[src/rtl/css_mcu0_dmi_pkg.sv]
// Shared types and default sizing for the core-side DMI request path.
package css_mcu0_dmi_pkg;

    localparam int DMI_NUM_CH      = 1;
    localparam int DMI_SYNC_STAGES = 3;
    localparam int DMI_DEPTH       = 4;
    localparam int DMI_ADDR_W      = 7;
    localparam int DMI_DATA_W      = 32;
    localparam int DMI_CH_W        = 1;

    typedef struct packed {
        logic                  we;
        logic [DMI_ADDR_W-1:0] addr;
        logic [DMI_DATA_W-1:0] data;
        logic [DMI_CH_W-1:0]   ch;
    } dmi_req_t;

    function automatic int ch_width(input int n);
        return (n > 1) ? $clog2(n) : 1;
    endfunction

endpackage

[src/rtl/css_mcu0_dmi_req_fifo.sv]
// Request queue between the channel arbiter and the core register port.
module css_mcu0_dmi_req_fifo
    import css_mcu0_dmi_pkg::*;
#(
    parameter type T      = dmi_req_t,
    parameter int  DEPTH  = DMI_DEPTH,
    parameter int  NUM_CH = DMI_NUM_CH,
    parameter int  CH_W   = DMI_CH_W
) (
    input  logic              clk,
    input  logic              rst,
    input  logic              push,
    input  T                  push_req,
    input  logic              pop,
    output T                  head,
    output logic              full,
    output logic              empty,
    output logic [NUM_CH-1:0] ch_occ
);

    localparam int PW = $clog2(DEPTH);

    T            mem_q [DEPTH];
    T            mem_d [DEPTH];
    logic [PW-1:0] wr_ptr_q, wr_ptr_d;
    logic [PW-1:0] rd_ptr_q, rd_ptr_d;
    logic [PW:0]   count_q, count_d;
    logic          do_push, do_pop;
    logic [PW-1:0] off;

    assign full    = (count_q == (PW+1)'(DEPTH));
    assign empty   = (count_q == '0);
    assign do_push = push & ~full;
    assign do_pop  = pop & ~empty;
    assign head    = mem_q[rd_ptr_q];

    always_comb begin
        mem_d    = mem_q;
        wr_ptr_d = wr_ptr_q;
        rd_ptr_d = rd_ptr_q;
        count_d  = count_q;
        if (do_push) begin
            mem_d[wr_ptr_q] = push_req;
            wr_ptr_d        = wr_ptr_q + 1'b1;
        end
        if (do_pop) begin
            rd_ptr_d = rd_ptr_q + 1'b1;
        end
        case ({do_push, do_pop})
            2'b10:   count_d = count_q + 1'b1;
            2'b01:   count_d = count_q - 1'b1;
            default: count_d = count_q;
        endcase
    end

    // A slot is live when its distance from the read pointer is below count.
    always_comb begin
        ch_occ = '0;
        off    = '0;
        for (int i = 0; i < DEPTH; i++) begin
            off = PW'(i) - rd_ptr_q;
            if ({1'b0, off} < count_q) begin
                for (int c = 0; c < NUM_CH; c++) begin
                    if (mem_q[i].ch == CH_W'(c)) begin
                        ch_occ[c] = 1'b1;
                    end
                end
            end
        end
    end

    always_ff @(posedge clk or posedge rst) begin
        if (rst) begin
            for (int i = 0; i < DEPTH; i++) begin
                mem_q[i] <= '0;
            end
            wr_ptr_q <= '0;
            rd_ptr_q <= '0;
            count_q  <= '0;
        end else begin
            for (int i = 0; i < DEPTH; i++) begin
                mem_q[i] <= mem_d[i];
            end
            wr_ptr_q <= wr_ptr_d;
            rd_ptr_q <= rd_ptr_d;
            count_q  <= count_d;
        end
    end

endmodule

[src/rtl/css_mcu0_dmi_req_sync_q.sv]
// Synchronizes per-TAP DMI request levels into clk and queues them round-robin.
module css_mcu0_dmi_req_sync_q
    import css_mcu0_dmi_pkg::*;
#(
    parameter int NUM_CH      = DMI_NUM_CH,
    parameter int SYNC_STAGES = DMI_SYNC_STAGES,
    parameter int DEPTH       = DMI_DEPTH,
    parameter int ADDR_W      = DMI_ADDR_W,
    parameter int DATA_W      = DMI_DATA_W,
    parameter int CH_W        = ch_width(NUM_CH)
) (
    input  logic                     clk,
    input  logic                     rst,
    input  logic [NUM_CH-1:0]        rd_en,
    input  logic [NUM_CH-1:0]        wr_en,
    input  logic [NUM_CH*ADDR_W-1:0] wr_addr,
    input  logic [NUM_CH*DATA_W-1:0] wr_data,
    input  logic [NUM_CH-1:0]        overrun_clr,
    output logic                     reg_valid,
    input  logic                     reg_ready,
    output logic                     reg_wr_en,
    output logic [ADDR_W-1:0]        reg_addr,
    output logic [DATA_W-1:0]        reg_wr_data,
    output logic [CH_W-1:0]          reg_ch,
    output logic [NUM_CH-1:0]        ch_busy,
    output logic [NUM_CH-1:0]        ch_overrun
);

    typedef struct packed {
        logic              we;
        logic [ADDR_W-1:0] addr;
        logic [DATA_W-1:0] data;
        logic [CH_W-1:0]   ch;
    } req_t;

    logic [SYNC_STAGES-1:0][NUM_CH-1:0] rd_sync_q, rd_sync_d;
    logic [SYNC_STAGES-1:0][NUM_CH-1:0] wr_sync_q, wr_sync_d;
    logic [NUM_CH-1:0] rd_s, wr_s, req_edge;
    logic [NUM_CH-1:0] prev_q, prev_d;

    logic [NUM_CH-1:0]             pend_q, pend_d;
    logic [NUM_CH-1:0]             pend_we_q, pend_we_d;
    logic [NUM_CH-1:0][ADDR_W-1:0] pend_addr_q, pend_addr_d;
    logic [NUM_CH-1:0][DATA_W-1:0] pend_data_q, pend_data_d;
    logic [NUM_CH-1:0]             ovr_q, ovr_d;
    logic [CH_W-1:0]               rr_ptr_q, rr_ptr_d;

    logic              gnt_vld;
    logic [CH_W-1:0]   gnt_ch;
    req_t              push_req;
    req_t              head;
    logic              fifo_full, fifo_empty;
    logic [NUM_CH-1:0] ch_occ;
    int                rank, best;

    assign rd_s     = rd_sync_q[SYNC_STAGES-1];
    assign wr_s     = wr_sync_q[SYNC_STAGES-1];
    assign req_edge = (rd_s | wr_s) & ~prev_q;

    always_comb begin
        rd_sync_d = {rd_sync_q[SYNC_STAGES-2:0], rd_en};
        wr_sync_d = {wr_sync_q[SYNC_STAGES-2:0], wr_en};
        prev_d    = rd_s | wr_s;
    end

    // Rank 0 is the channel just above the last grant, wrapping.
    always_comb begin
        best     = NUM_CH;
        rank     = 0;
        gnt_ch   = '0;
        push_req = '0;
        for (int c = 0; c < NUM_CH; c++) begin
            rank = (c + NUM_CH - 1 - int'(rr_ptr_q)) % NUM_CH;
            if (pend_q[c] && rank < best) begin
                best          = rank;
                gnt_ch        = CH_W'(c);
                push_req.we   = pend_we_q[c];
                push_req.addr = pend_addr_q[c];
                push_req.data = pend_data_q[c];
                push_req.ch   = CH_W'(c);
            end
        end
        gnt_vld = (best < NUM_CH) && !fifo_full;
    end

    always_comb begin
        pend_d      = pend_q;
        pend_we_d   = pend_we_q;
        pend_addr_d = pend_addr_q;
        pend_data_d = pend_data_q;
        ovr_d       = ovr_q & ~overrun_clr;
        rr_ptr_d    = rr_ptr_q;
        for (int c = 0; c < NUM_CH; c++) begin
            if (req_edge[c]) begin
                if (pend_q[c]) begin
                    ovr_d[c] = 1'b1;
                end else begin
                    pend_d[c]      = 1'b1;
                    pend_we_d[c]   = wr_s[c];
                    pend_addr_d[c] = wr_addr[c*ADDR_W +: ADDR_W];
                    pend_data_d[c] = wr_data[c*DATA_W +: DATA_W];
                end
            end
            if (gnt_vld && gnt_ch == CH_W'(c)) begin
                pend_d[c] = 1'b0;
            end
        end
        if (gnt_vld) begin
            rr_ptr_d = gnt_ch;
        end
    end

    always_ff @(posedge clk or posedge rst) begin
        if (rst) begin
            rd_sync_q   <= '0;
            wr_sync_q   <= '0;
            prev_q      <= '0;
            pend_q      <= '0;
            pend_we_q   <= '0;
            pend_addr_q <= '0;
            pend_data_q <= '0;
            ovr_q       <= '0;
            rr_ptr_q    <= CH_W'(NUM_CH - 1);
        end else begin
            rd_sync_q   <= rd_sync_d;
            wr_sync_q   <= wr_sync_d;
            prev_q      <= prev_d;
            pend_q      <= pend_d;
            pend_we_q   <= pend_we_d;
            pend_addr_q <= pend_addr_d;
            pend_data_q <= pend_data_d;
            ovr_q       <= ovr_d;
            rr_ptr_q    <= rr_ptr_d;
        end
    end

    css_mcu0_dmi_req_fifo #(
        .T      (req_t),
        .DEPTH  (DEPTH),
        .NUM_CH (NUM_CH),
        .CH_W   (CH_W)
    ) u_fifo (
        .clk      (clk),
        .rst      (rst),
        .push     (gnt_vld),
        .push_req (push_req),
        .pop      (reg_valid & reg_ready),
        .head     (head),
        .full     (fifo_full),
        .empty    (fifo_empty),
        .ch_occ   (ch_occ)
    );

    assign reg_valid   = ~fifo_empty;
    assign reg_wr_en   = head.we;
    assign reg_addr    = head.addr;
    assign reg_wr_data = head.data;
    assign reg_ch      = head.ch;
    assign ch_busy     = pend_q | ch_occ;
    assign ch_overrun  = ovr_q;

endmodule

[config.mk]
export PLATFORM = sky130hd
export DESIGN_NAME = css_mcu0_dmi_req_sync_q
export DESIGN_NICKNAME = d
export VERILOG_FILES = /design/src/rtl/css_mcu0_dmi_pkg.sv /design/src/rtl/css_mcu0_dmi_req_fifo.sv /design/src/rtl/css_mcu0_dmi_req_sync_q.sv
export SDC_FILE = /design/constraint.sdc
export NUM_CORES = 1
export LEC_CHECK = 0
export BUFFER_PORTS_ARGS = -buffer_cell sky130_fd_sc_hd__buf_2
export CORE_AREA = 2 2 238 170
export DETAILED_ROUTE_END_ITERATION = 8
export DIE_AREA = 0 0 240 172
export MAX_ROUTING_LAYER = met4
export PLACE_DENSITY = 0.36
export SYNTH_ARGS = -nofsm -noshare
export SYNTH_HDL_FRONTEND = slang
export SYNTH_SLANG_ARGS = --single-unit
[constraint.sdc]
create_clock -name clk -period 9.21 [get_ports clk]
set_input_delay 1.3815 -clock clk [delete_from_list [all_inputs] [get_ports clk]]
set_output_delay 1.3815 -clock clk [all_outputs]
set_load 0.01 [all_outputs]
==> flow_summary_export.csv, run 1 <==
group,metric,value,unit
synth,avgSynthCellArea,16.97,sq um
timing,final.setup.worst_slack,4.875,ns
cts,clkTransAtPathRegs,0.06,ns
cts,cts_resized,0,
flow_run,drv_cap,0,
cts,clk_path_buf_depth,3,
timing,slew_headroom,31.55,%
global_route,gr-total-overflow,0,
timing,tns,0,ns
route,met3WireLength,890,microns
timing,worstMarginPinSlew,1.027,ns
route,drtIter0Drc,170,
synth,syn_inst,545,
route,firstDrtPassIters,4,
timing,setup_viol,0,
die,die_h,172,microns
route,routed.top_layer,"met4",
critical_path,cp_max_fo,32,
timing,rsz0062_at_grt,"no",
worst_hold_path,hold_class,"reg -> reg",
synth,ys.warnings.count,0,
timing,drv_slew,0,
die,io_pins,89,
critical_path,rrSetupSlack,6.82,ns
critical_path,reg2reg_to,"u_fifo.mem_q[135]",
pwr,power.total,0.003956,W
cts,cts_root_buf,"clkbuf_16",
placed_design,port_buffers,87,
synth,ys_async_sr_fraction,100.0,%
global_route,grt_max_degree,141,
critical_path,startpoint_type,"flop",
timing,skew,0.01374,ns
synth,synth_edf_count,0,
critical_path,crit_arrival,2.95,ns
die,rows,61,
synth,syn_area,9249,sq um
synth,ys_types,29,
pwr,p_leak,4.675,nW
worst_hold_path,min_from,"wr_sync_d[2]",
synth,syn_nets,600,
placed_design,globalplace.congestion,0.6349,
die,dieArea,41280,sq um
synth,synthFlopType,"dfrtp_1",
pwr,p_per_area,360.3,nW/um^2
route,wire_per_inst,18.87,microns
timing,layout_worst_path_cycle_share,47.07,%
cts,insertion_delay,0.52,ns
outcome,outcome,"finished clean",
timing,min_period,4.335,ns
route,dr_total_vias,4966,
final_layout,nets,691,
global_route,grt_use_total,11.62,%
cts,htree_levels,1,
synth,synth-seq-cells,216,
global_route,grt_pass1_wl,35010,microns
placed_design,dp.final_hpwl,13540,microns
timing,whs,0.3507,ns
global_route,grt_pass1_vias,5632,
placed_design,place_ws,5.287,ns
critical_path,cp_data_required_time,7.83,ns
final_layout,area_growth,18.72,%
critical_path,r2r_cells,6,
worst_hold_path,hold_path_depth,0,
critical_path,critical_path_class,"reg -> out",
pwr,ir_worst_vdd,0.1351,mV
route,finalWirelength,22440,microns
worst_hold_path,holdPathEnd,"wr_s",
cts,clock_sinks,216,
cts,cts_setup_buffers,0,
route,ant_nets,0,
final_layout,drive_above_1_share,57.89,%
die,fp.dieW,240,microns
cts,cts_tree,"yes",
timing,fmax,230.7,MHz
route,remaining_drc_errors,0,
route,wl_met2,10540,microns
timing,finalHoldViolations,0,
critical_path,cp-end-kind,"primary output",
cts,cts_buffers,25,
route,wl_met1,10570,microns
critical_path,r2r_start,"u_fifo.wr_ptr_q[0]",
global_route,antenna_found_initial,1,
die,start_util,23.67,%
synth,yosysSeqAreaShare,58.44,%
cts,postCtsHoldBufs,0,
route,vias_per_cell,4.177,
die,core-area,39080,sq um
==> area by class of cell <==
| class | instances | area, sq um |
|---|---|---|
| multi-input cells | 286 | 3565 |
| fillers | 3955 | 28100 |
| clock buffers | 39 | 728.2 |
| clock inverters | 5 | 53.80 |
| diodes | 1 | 2.502 |
| inverters | 11 | 48.80 |
| well taps | 535 | 669.4 |
| flip-flops and latches | 216 | 5410 |
| repair buffers | 96 | 503.0 |
==> cells in the final DEF (no fill, tap or decap), types with 2 or more instances in the layout <==
master / netlist / routed
xor2_1: 4 / 4
nand2_1: 6 / 6
clkbuf_16: 0 / 25
nor2_4: 0 / 4
mux4_2: 40 / 40
ha_1: 9 / 9
mux2_1: 3 / 3
clkbuf_1: 2 / 9
xnor2_1: 3 / 3
mux2i_1: 2 / 2
nor2_1: 8 / 4
dfrtp_1: 216 / 214
buf_2: 6 / 87
clkbuf_8: 0 / 5
mux2_2: 198 / 198
buf_4: 7 / 9
clkinv_2: 0 / 3
inv_1: 11 / 10
==> cell families after synthesis <==
| logic type | after synthesis | synth area share (%) |
|---|---|---|
| AO/OA/AOI/OAI | 6 | 0.5006 |
| flip-flops | 216 | 58.44 |
| adder cells (fa/ha/maj) | 10 | 1.434 |
| multiplexers | 243 | 34.43 |
| XOR/XNOR | 7 | 0.6629 |
| other | 1 | 0.04055 |
| buffers and inverters | 43 | 3.409 |
| AND/OR/NAND/NOR | 19 | 1.082 |
==> worst max path at each step <==
stage | start | to
2_1_floorplan | rst | ch_overrun
3_3_place_gp | u_fifo.rd_ptr_q[0] | ch_busy
3_5_place_dp | u_fifo.rd_ptr_q[0] | ch_busy
4_1_cts | u_fifo.rd_ptr_q[0] | ch_busy
5_1_grt | u_fifo.rd_ptr_q[0] | ch_busy
6_report | u_fifo.rd_ptr_q[0] | ch_busy
==> Yosys cell counts (2+ instances only) <==
cell,count,area share (%)
nor2_1,8,0.32
buf_4,7,0.57
mux2_1,3,0.37
nand2_1,6,0.24
buf_2,6,0.32
xnor2_1,3,0.28
mux2i_1,2,0.22
clkbuf_1,2,0.081
xor2_1,4,0.38
inv_1,11,0.45
mux4_2,40,9.7
ha_1,9,1.2
buf_6,16,1.9
mux2_2,198,24
dfrtp_1,216,58
==> state kept, by name, summed over array words and instances (netlist names) <==
signal           flops
u_fifo.mem_q       160
pend_data_q         32
pend_addr_q          7
u_fifo.count_q       3
rd_sync_d            2
u_fifo.rd_ptr_q      2
u_fifo.wr_ptr_q      2
wr_sync_d            2
ch_overrun           1
pend_q               1
pend_we_q            1
prev_q               1
rd_s                 1
wr_s                 1
==> per-stage QoR <==
step | cells | util (%) | instance area, sq um
after floorplan | 545 | - | 9249
after global placement | 1144 | 26.09 | 10200
after detailed placement | 1144 | 26.09 | 10200
after CTS | 1188 | 28.09 | 10980
after global routing | 1189 | 28.10 | 10980
final | 1189 | 28.10 | 10980
==> power by group <==
group | leakage [nW] | switching (W) | internal, W
Sequential | 2.61 | 0.000278 | 0.00136
Combinational | 1.68 | 0.000581 | 0.000778
Clock | 0.385 | 0.000392 | 0.000568
Total | 4.67 | 0.00125 | 0.00271
==> routing by layer <==
| metal | track usage, % | vias to the layer above |
|---|---|---|
| li1 | - | 2173 |
| met1 | 15.61 | 2677 |
| met2 | 17.94 | 76 |
| met3 | 2.522 | 40 |
| met4 | 2.782 | 0 |
| met5 | - | - |
==> worst max-delay path, stage by stage (launching register included) <==
cell and delay [ns]:
dfrtp_4 0.63, buf_4 0.65, xor2_1 0.18, ha_1 0.31
nor2_1 0.04, nor4_1 0.24, o221ai_1 0.19, buf_2 0.17
Note: power is estimated with default switching activity, not from simulation.
==> run 2, diff against run 1 <==
--- a/config.mk
+++ b/config.mk
@@ -5,10 +5,11 @@
 export SDC_FILE = /design/constraint.sdc
 export NUM_CORES = 1
 export LEC_CHECK = 0
+export ABC_AREA = 1
 export BUFFER_PORTS_ARGS = -buffer_cell sky130_fd_sc_hd__buf_2
-export CORE_AREA = 2 2 238 170
+export CORE_AREA = 2 2 234 167
 export DETAILED_ROUTE_END_ITERATION = 8
-export DIE_AREA = 0 0 240 172
+export DIE_AREA = 0 0 236 169
 export MAX_ROUTING_LAYER = met4
 export PLACE_DENSITY = 0.36
 export SYNTH_ARGS = -nofsm -noshare
==> constraint.sdc (replaced) <==
create_clock -name clk -period 4.1 [get_ports clk]
set_input_delay 0.615 -clock clk [delete_from_list [all_inputs] [get_ports clk]]
set_output_delay 0.615 -clock clk [all_outputs]
set_load 0.01 [all_outputs]
==> run 2 against run 1 <==
Combinational power is 100% higher. Synthesized cell count increased by 73%. Clock skew down 0.00088 ns. Register-to-register slack worse by 4.9 ns. Clock power grew 140%. Largest cell class unchanged. Critical endpoint unchanged.
==> flow_summary_export.csv, run 2 <==
group,metric,value,unit
route,remaining_drc_errors,0,
critical_path,cpPeakStageDelay,0.48,ns
synth,yosysSeqAreaShare,60.71,%
synth,ys_top_cells_by_count,"303 x nand2_1, 216 x dfrtp_1, 171 x o21ai_0",
timing,finalHoldViolations,0,
final_layout,seq_area,5405,sq um
critical_path,critPathTopFamily,"simple AND/OR/NAND/NOR gates",
route,firstDrtPassIters,7,
synth,synth_edf_count,0,
timing,fmax,326.2,MHz
global_route,grt_pass1_wl,40610,microns
synth,synth.most_common_cell,"nand2_1",
final_layout,fin_area,10580,sq um
worst_hold_path,hold_class,"in -> async",
timing,tns,0,ns
placed_design,placed_area,9768,sq um
global_route,grt.busiest_layer,"met1",
critical_path,crit_arrival,2.45,ns
final_layout,reg_top3,"u_fifo.mem_q (160), pend_data_q (32), pend_addr_q (7)",
pwr,ir_worst_vdd,0.2263,mV
global_route,antenna_found_initial,0,
synth,synth.top_cells.by_area,"dfrtp_1 61%, nand2_1 13%, o21ai_0 9.6%",
final_layout,area_growth,18.80,%
pwr,net-switching-power,0.003178,W
global_route,use_met1,19.73,%
critical_path,cp.depth,10,
die,fp.dieW,236,microns
placed_design,port_buffers,87,
critical_path,crit_path_end,"ch_busy",
die,die_h,169,microns
timing,rsz0062_at_grt,"no",
final_layout,drive_above_1_share,14.31,%
cts,clkTransAtPathRegs,0.06,ns
critical_path,cpMaxStageDelayCell,"dfrtp_1",
synth,ys.warnings.count,0,
synth,syn_inst,941,
pwr,power.share.switching,37.05,%
pwr,p_comb_share,32.2,%
critical_path,cp_data_required_time,3.48,ns
route,drtIter0Drc,475,
timing,final.setup.worst_slack,1.034,ns
outcome,outcome,"finished clean",
die,dieArea,39880,sq um
timing,drv_slew,0,
global_route,grtUsageMet3,2.723,%
die,core-area,37760,sq um
critical_path,critical_path_class,"reg -> out",
pwr,p_per_area,810.8,nW/um^2
critical_path,crit_start,"u_fifo.rd_ptr_q[0]",
critical_path,startpoint_type,"flop",
cts,cts_buffers,25,
timing,worstMarginPinSlew,0.9875,ns
critical_path,rrSetupSlack,1.93,ns
cts,cts_root_buf,"clkbuf_16",
timing,setup_viol,0,
global_route,gr-total-overflow,0,
timing,slew_headroom,34.17,%
global_route,grt_pass1_vias,6462,
timing,skew,0.01286,ns
placed_design,globalplace.congestion,0.6816,
synth,ys_types,26,
timing,layout_worst_path_cycle_share,74.78,%
critical_path,path_cells,"inv_1, nor2_4, nor2_1, ha_1, nand2_1, nand2_1, nand2_1, nor2_1, nand2_1, buf_2",
synth,ys_async_sr_fraction,100.0,%
synth,syn_area,8904,sq um
critical_path,cpMostUsedCell,"nand2_1",
final_layout,layout_commonest_cell,"nand2_1",
global_route,globalRouteMet2Util,18.97,%
final_layout,n_fill_cell,4035,
die,rows,60,
final_layout,diodes,0,
cts,postCtsHoldBufs,0,
pwr,p_int,0.005399,W
critical_path,r2r_start,"u_fifo.count_q[1]",
global_route,grt_max_degree,100,
final_layout,multi_input_area,2978,sq um
timing,min_period,3.066,ns
flow_run,drv_cap,0,
final_layout,layout_common_cells,"303 x nand2_1, 216 x dfrtp_1, 171 x o21ai_0",
synth,syn_nets,996,
cts,htree_levels,1,
global_route,grt_use_total,13.41,%
synth,synth_top_area_share,60.71,%
route,vias_per_cell,4.293,
die,start_util,23.58,%
pwr,p_leak,5.002,nW
final_layout,largest_reg_flops,160,
synth,synthFlopType,"dfrtp_1",
cts,insertion_delay,0.53,ns
critical_path,r2r_cells,9,
cts,cts_resized,0,
critical_path,reg2reg_to,"u_fifo.count_q[2]",
critical_path,cp-end-kind,"primary output",
synth,avgSynthCellArea,9.462,sq um
route,finalWirelength,25380,microns
route,wire_per_inst,16.74,microns
cts,clk_path_buf_depth,3,
route,ant_nets,0,
critical_path,path_buf_inv,2,
synth,synth-seq-cells,216,
route,dr_total_vias,6508,
placed_design,place_ws,1.510,ns
critical_path,cp_max_fo,17,
cts,cts_tree,"yes",
die,io_pins,89,
synth,synth_area_leader_cell,"dfrtp_1",
cts,clock_sinks,216,
placed_design,dp.final_hpwl,14830,microns
final_layout,top_register,"u_fifo.mem_q",
final_layout,nets,1061,
pwr,p_seq_share,41.5,%
pwr,clkPwrFrac,26.3,%
cts,cts_setup_buffers,0,
## run 2: worst min-delay path by stage
stage,to,slack (ns),startpoint,cells after the start
finish,u_fifo.mem_q[110],0.14,rst,2
global route,u_fifo.mem_q[150],0.16,rst,2
CTS,u_fifo.mem_q[150],0.14,rst,2
detailed placement,wr_s,0.34,wr_sync_d[2],0
global placement,wr_sync_d[2],0.33,wr_sync_d[1],0
floorplan,rd_s,0.33,rd_sync_d[2],0
## run 2: logic make-up after synthesis
group | count (synthesis) | synth area share, %
other | 1 | 0.04212
adders and majority gates | 10 | 1.490
AOI/OAI and AO/OA | 257 | 15.88
DFF | 216 | 60.71
xor gates and xnor gates | 4 | 0.3936
and+or+nand+nor | 333 | 15.44
buffers and inverters | 120 | 6.043
## run 2: cell type report
cell class,count,share of cell area (%)
sequential,216,51.10
multi-input combinational,605,28.15
clock buffer,34,6.612
tap,496,5.867
timing repair buffer,96,4.992
inverter,62,2.236
clock inverter,7,1.041
## run 2: stage by stage
step | power [W] | std cells | hold WS (ns) | utilization (%)
after floorplan | 0.005282 | 941 | 0.3312 | -
after global placement | 0.006416 | 1475 | 0.3340 | 25.87
after detailed placement | 0.006410 | 1475 | 0.3379 | 25.87
after CTS | 0.008741 | 1516 | 0.1371 | 28.01
after global routing | 0.009304 | 1516 | 0.1625 | 28.01
final | 0.008577 | 1516 | 0.1359 | 28.01
## run 2: worst register-to-register path, delay by kind of cell, from the launching register on
| family | cells | cell delay [ns] |
|---|---|---|
| adder cells (fa/ha/maj) | 2 | 0.58 |
| AND/OR/NAND/NOR | 4 | 0.63 |
| XOR/XNOR | 1 | 0.15 |
| buffers and inverters | 2 | 0.32 |
| flip-flops | 1 | 0.37 |
## run 2: metal layers
| metal | share of wire (%) | up-vias |
|---|---|---|
| met3 | 4.0 | 31 |
| met5 | 0 | - |
| li1 | - | 3230 |
| met4 | 1.8 | 0 |
| met2 | 41 | 120 |
| met1 | 53 | 3127 |
## run 2: power by group through the flow
stage                     registers, W  clock network (W)  logic, W
after floorplan                0.00341                  0   0.00187
after global placement         0.00361                  0   0.00281
after detailed placement       0.00357                  0   0.00284
after CTS                      0.00355            0.00234   0.00284
after global routing           0.00367            0.00245   0.00319
final                          0.00356            0.00226   0.00276
==> run 3, diff against run 2 <==
--- a/config.mk
+++ b/config.mk
@@ -11,7 +11,7 @@
 export DETAILED_ROUTE_END_ITERATION = 8
 export DIE_AREA = 0 0 236 169
 export MAX_ROUTING_LAYER = met4
-export PLACE_DENSITY = 0.36
+export PLACE_DENSITY = 0.37
 export SYNTH_ARGS = -nofsm -noshare
 export SYNTH_HDL_FRONTEND = slang
 export SYNTH_SLANG_ARGS = --single-unit
==> constraint.sdc (replaced) <==
create_clock -name clk -period 2.5 [get_ports clk]
set_input_delay 0.375 -clock clk [delete_from_list [all_inputs] [get_ports clk]]
set_output_delay 0.375 -clock clk [all_outputs]
set_load 0.01 [all_outputs]
==> run 3 against run 2 <==
Utilization up 0.90 points. Hold slack lost 0.11 ns. Clock-buffer cell count grew 1. Routed wire length down 3.4%. Critical path depth stayed put. Via count is 1.2% higher.
==> flow_summary_export.csv, run 3 (same netlist as run 2, synthesis figures left out) <==
group,metric,value,unit
outcome,outcome,"finished clean",
placed_design,dp.final_hpwl,14400,microns
route,remaining_drc_errors,0,
timing,worstMarginPinSlew,0.6092,ns
die,start_util,23.58,%
timing,drv_slew,0,
cts,htree_levels,1,
placed_design,globalplace.congestion,0.7078,
global_route,grt_pass1_vias,6562,
final_layout,largest_reg_flops,160,
final_layout,top_register,"u_fifo.mem_q",
critical_path,cp_max_fo,4,
global_route,grt_use_total,13.02,%
global_route,antenna_found_initial,0,
final_layout,layout_commonest_cell,"nand2_1",
timing,min_period,2.397,ns
critical_path,critical_path_class,"reg -> out",
timing,slew_headroom,59.39,%
pwr,p_leak,5.156,nW
pwr,p_per_area,1335,nW/um^2
die,io_pins,89,
timing,skew,0.02830,ns
cts,cts_buffers,25,
pwr,ir_worst_vdd,0.5068,mV
die,dieArea,39880,sq um
cts,clk_path_buf_depth,3,
critical_path,critPathTopFamily,"simple AND/OR/NAND/NOR gates",
worst_hold_path,hold_class,"in -> async",
critical_path,cpMostUsedCell,"nand2_1",
timing,rsz0062_at_grt,"yes",
final_layout,diodes,0,
critical_path,cpMaxStageDelayCell,"dfrtp_2",
final_layout,final_util,28.91,%
timing,fmax,417.2,MHz
placed_design,port_buffers,87,
final_layout,nets,1075,
route,drtIter0Drc,445,
route,ant_nets,0,
global_route,grt_max_degree,106,
route,finalWirelength,24520,microns
critical_path,startpoint_type,"flop",
cts,insertion_delay,0.54,ns
critical_path,cpPeakStageDelay,0.44,ns
route,dr_total_vias,6588,
final_layout,drive_above_1_share,16.46,%
route,wire_per_inst,15.97,microns
timing,layout_worst_path_cycle_share,95.88,%
critical_path,path_cells,"buf_4, nor2_4, nor2_4, ha_1, nand2_1, nand2_1, nand2_1, nor2_2, nand2_1, buf_2",
route,vias_per_cell,4.292,
global_route,gr-total-overflow,0,
final_layout,fin_area,10920,sq um
final_layout,layout_common_cells,"303 x nand2_1, 214 x dfrtp_1, 171 x o21ai_0",
timing,finalHoldViolations,0,
final_layout,n_fill_cell,4001,
critical_path,path_buf_inv,2,
route,firstDrtPassIters,5,
cts,clkTransAtPathRegs,0.06,ns
critical_path,cp_data_required_time,2.12,ns
die,fp.dieW,236,microns
critical_path,crit_arrival,2.02,ns
flow_run,drv_cap,0,
placed_design,placedCellCount,1483,
final_layout,reg_top3,"u_fifo.mem_q (160), pend_data_q (32), pend_addr_q (7)",
die,rows,60,
global_route,grt_pass1_wl,39640,microns
die,die_h,169,microns
cts,clock_sinks,216,
cts,cts_root_buf,"clkbuf_16",
timing,setup_viol,0,
final_layout,fin_cells,1535,
placed_design,placed_area,9941,sq um
critical_path,cp-end-kind,"primary output",
cts,cts_tree,"yes",
die,core-area,37760,sq um
final_layout,area_growth,22.61,%
[run 3: tightest hold or removal path: cells and delay by family]
kind | cells | cell delay (ns)
buf+inv | 3 | 0.59
[run 3: metrics by stage]
step,TNS (ns),hold WS [ns],total power (W),setup slack (ns)
floorplan,-148.42,0.3312,0.008662,-0.6871
CTS,0,0.006906,0.01480,0.009657
global placement,0,0.3338,0.01058,0.4301
detailed placement,0,0.3379,0.01065,0.4147
finish,0,0.03063,0.01457,0.1030
global route,-0.03887,0.03479,0.01577,-0.03887
[run 3: report_power, final]
group	switching [W]	total (W)	leakage [nW]	internal [W]
combinational	0.00298	0.00478	1.97	0.00180
clock	0.00155	0.00404	0.451	0.00249
sequential	0.000782	0.00576	2.74	0.00497
[run 3: what timing repair did]
action / CTS / global route
setup buffers: 2 / 1
gates resized for setup: 3 / 4
pin swaps: 1 / 2
endpoints found under the hold margin: 3 / 0
hold buffers: 3 / 0
endpoints found under the setup margin: 6 / 15
[run 3: layer usage]
| layer | GRT usage, % | vias to the layer above | part of all wire, % |
|---|---|---|---|
| met5 | - | - | 0 |
| met4 | 2.852 | 0 | 1.9 |
| met3 | 2.120 | 32 | 3.2 |
| met2 | 19.10 | 122 | 43 |
| met1 | 18.79 | 3173 | 52 |
| li1 | - | 3261 | - |
[run 3: area by class of cell]
| cell class | count | area (sq um) | area share, % |
|---|---|---|---|
| multi-input cells | 605 | 2988 | 27.37 |
| clock inverters | 11 | 167.7 | 1.536 |
| clock buffers | 35 | 743.2 | 6.808 |
| well taps | 496 | 620.6 | 5.685 |
| flip-flops and latches | 216 | 5408 | 49.54 |
| inverters | 62 | 236.5 | 2.166 |
| repair buffers | 110 | 753.2 | 6.900 |
[run 3: path summary, 6_finish.rpt]
path	endpoint	cells past startpoint	slack (ns)	from
max	ch_busy	10	0.10	u_fifo.rd_ptr_q[1]
min	u_fifo.mem_q[154]	3	0.03	rst
max in group asynchronous	u_fifo.mem_q[7]	3	1.97	rst
max reg2reg	u_fifo.count_q[2]	9	0.41	u_fifo.count_q[1]
min reg2reg	rd_s	0	0.35	rd_sync_d[2]
min in group clk	pend_addr_q[5]	3	0.03	wr_addr[5]
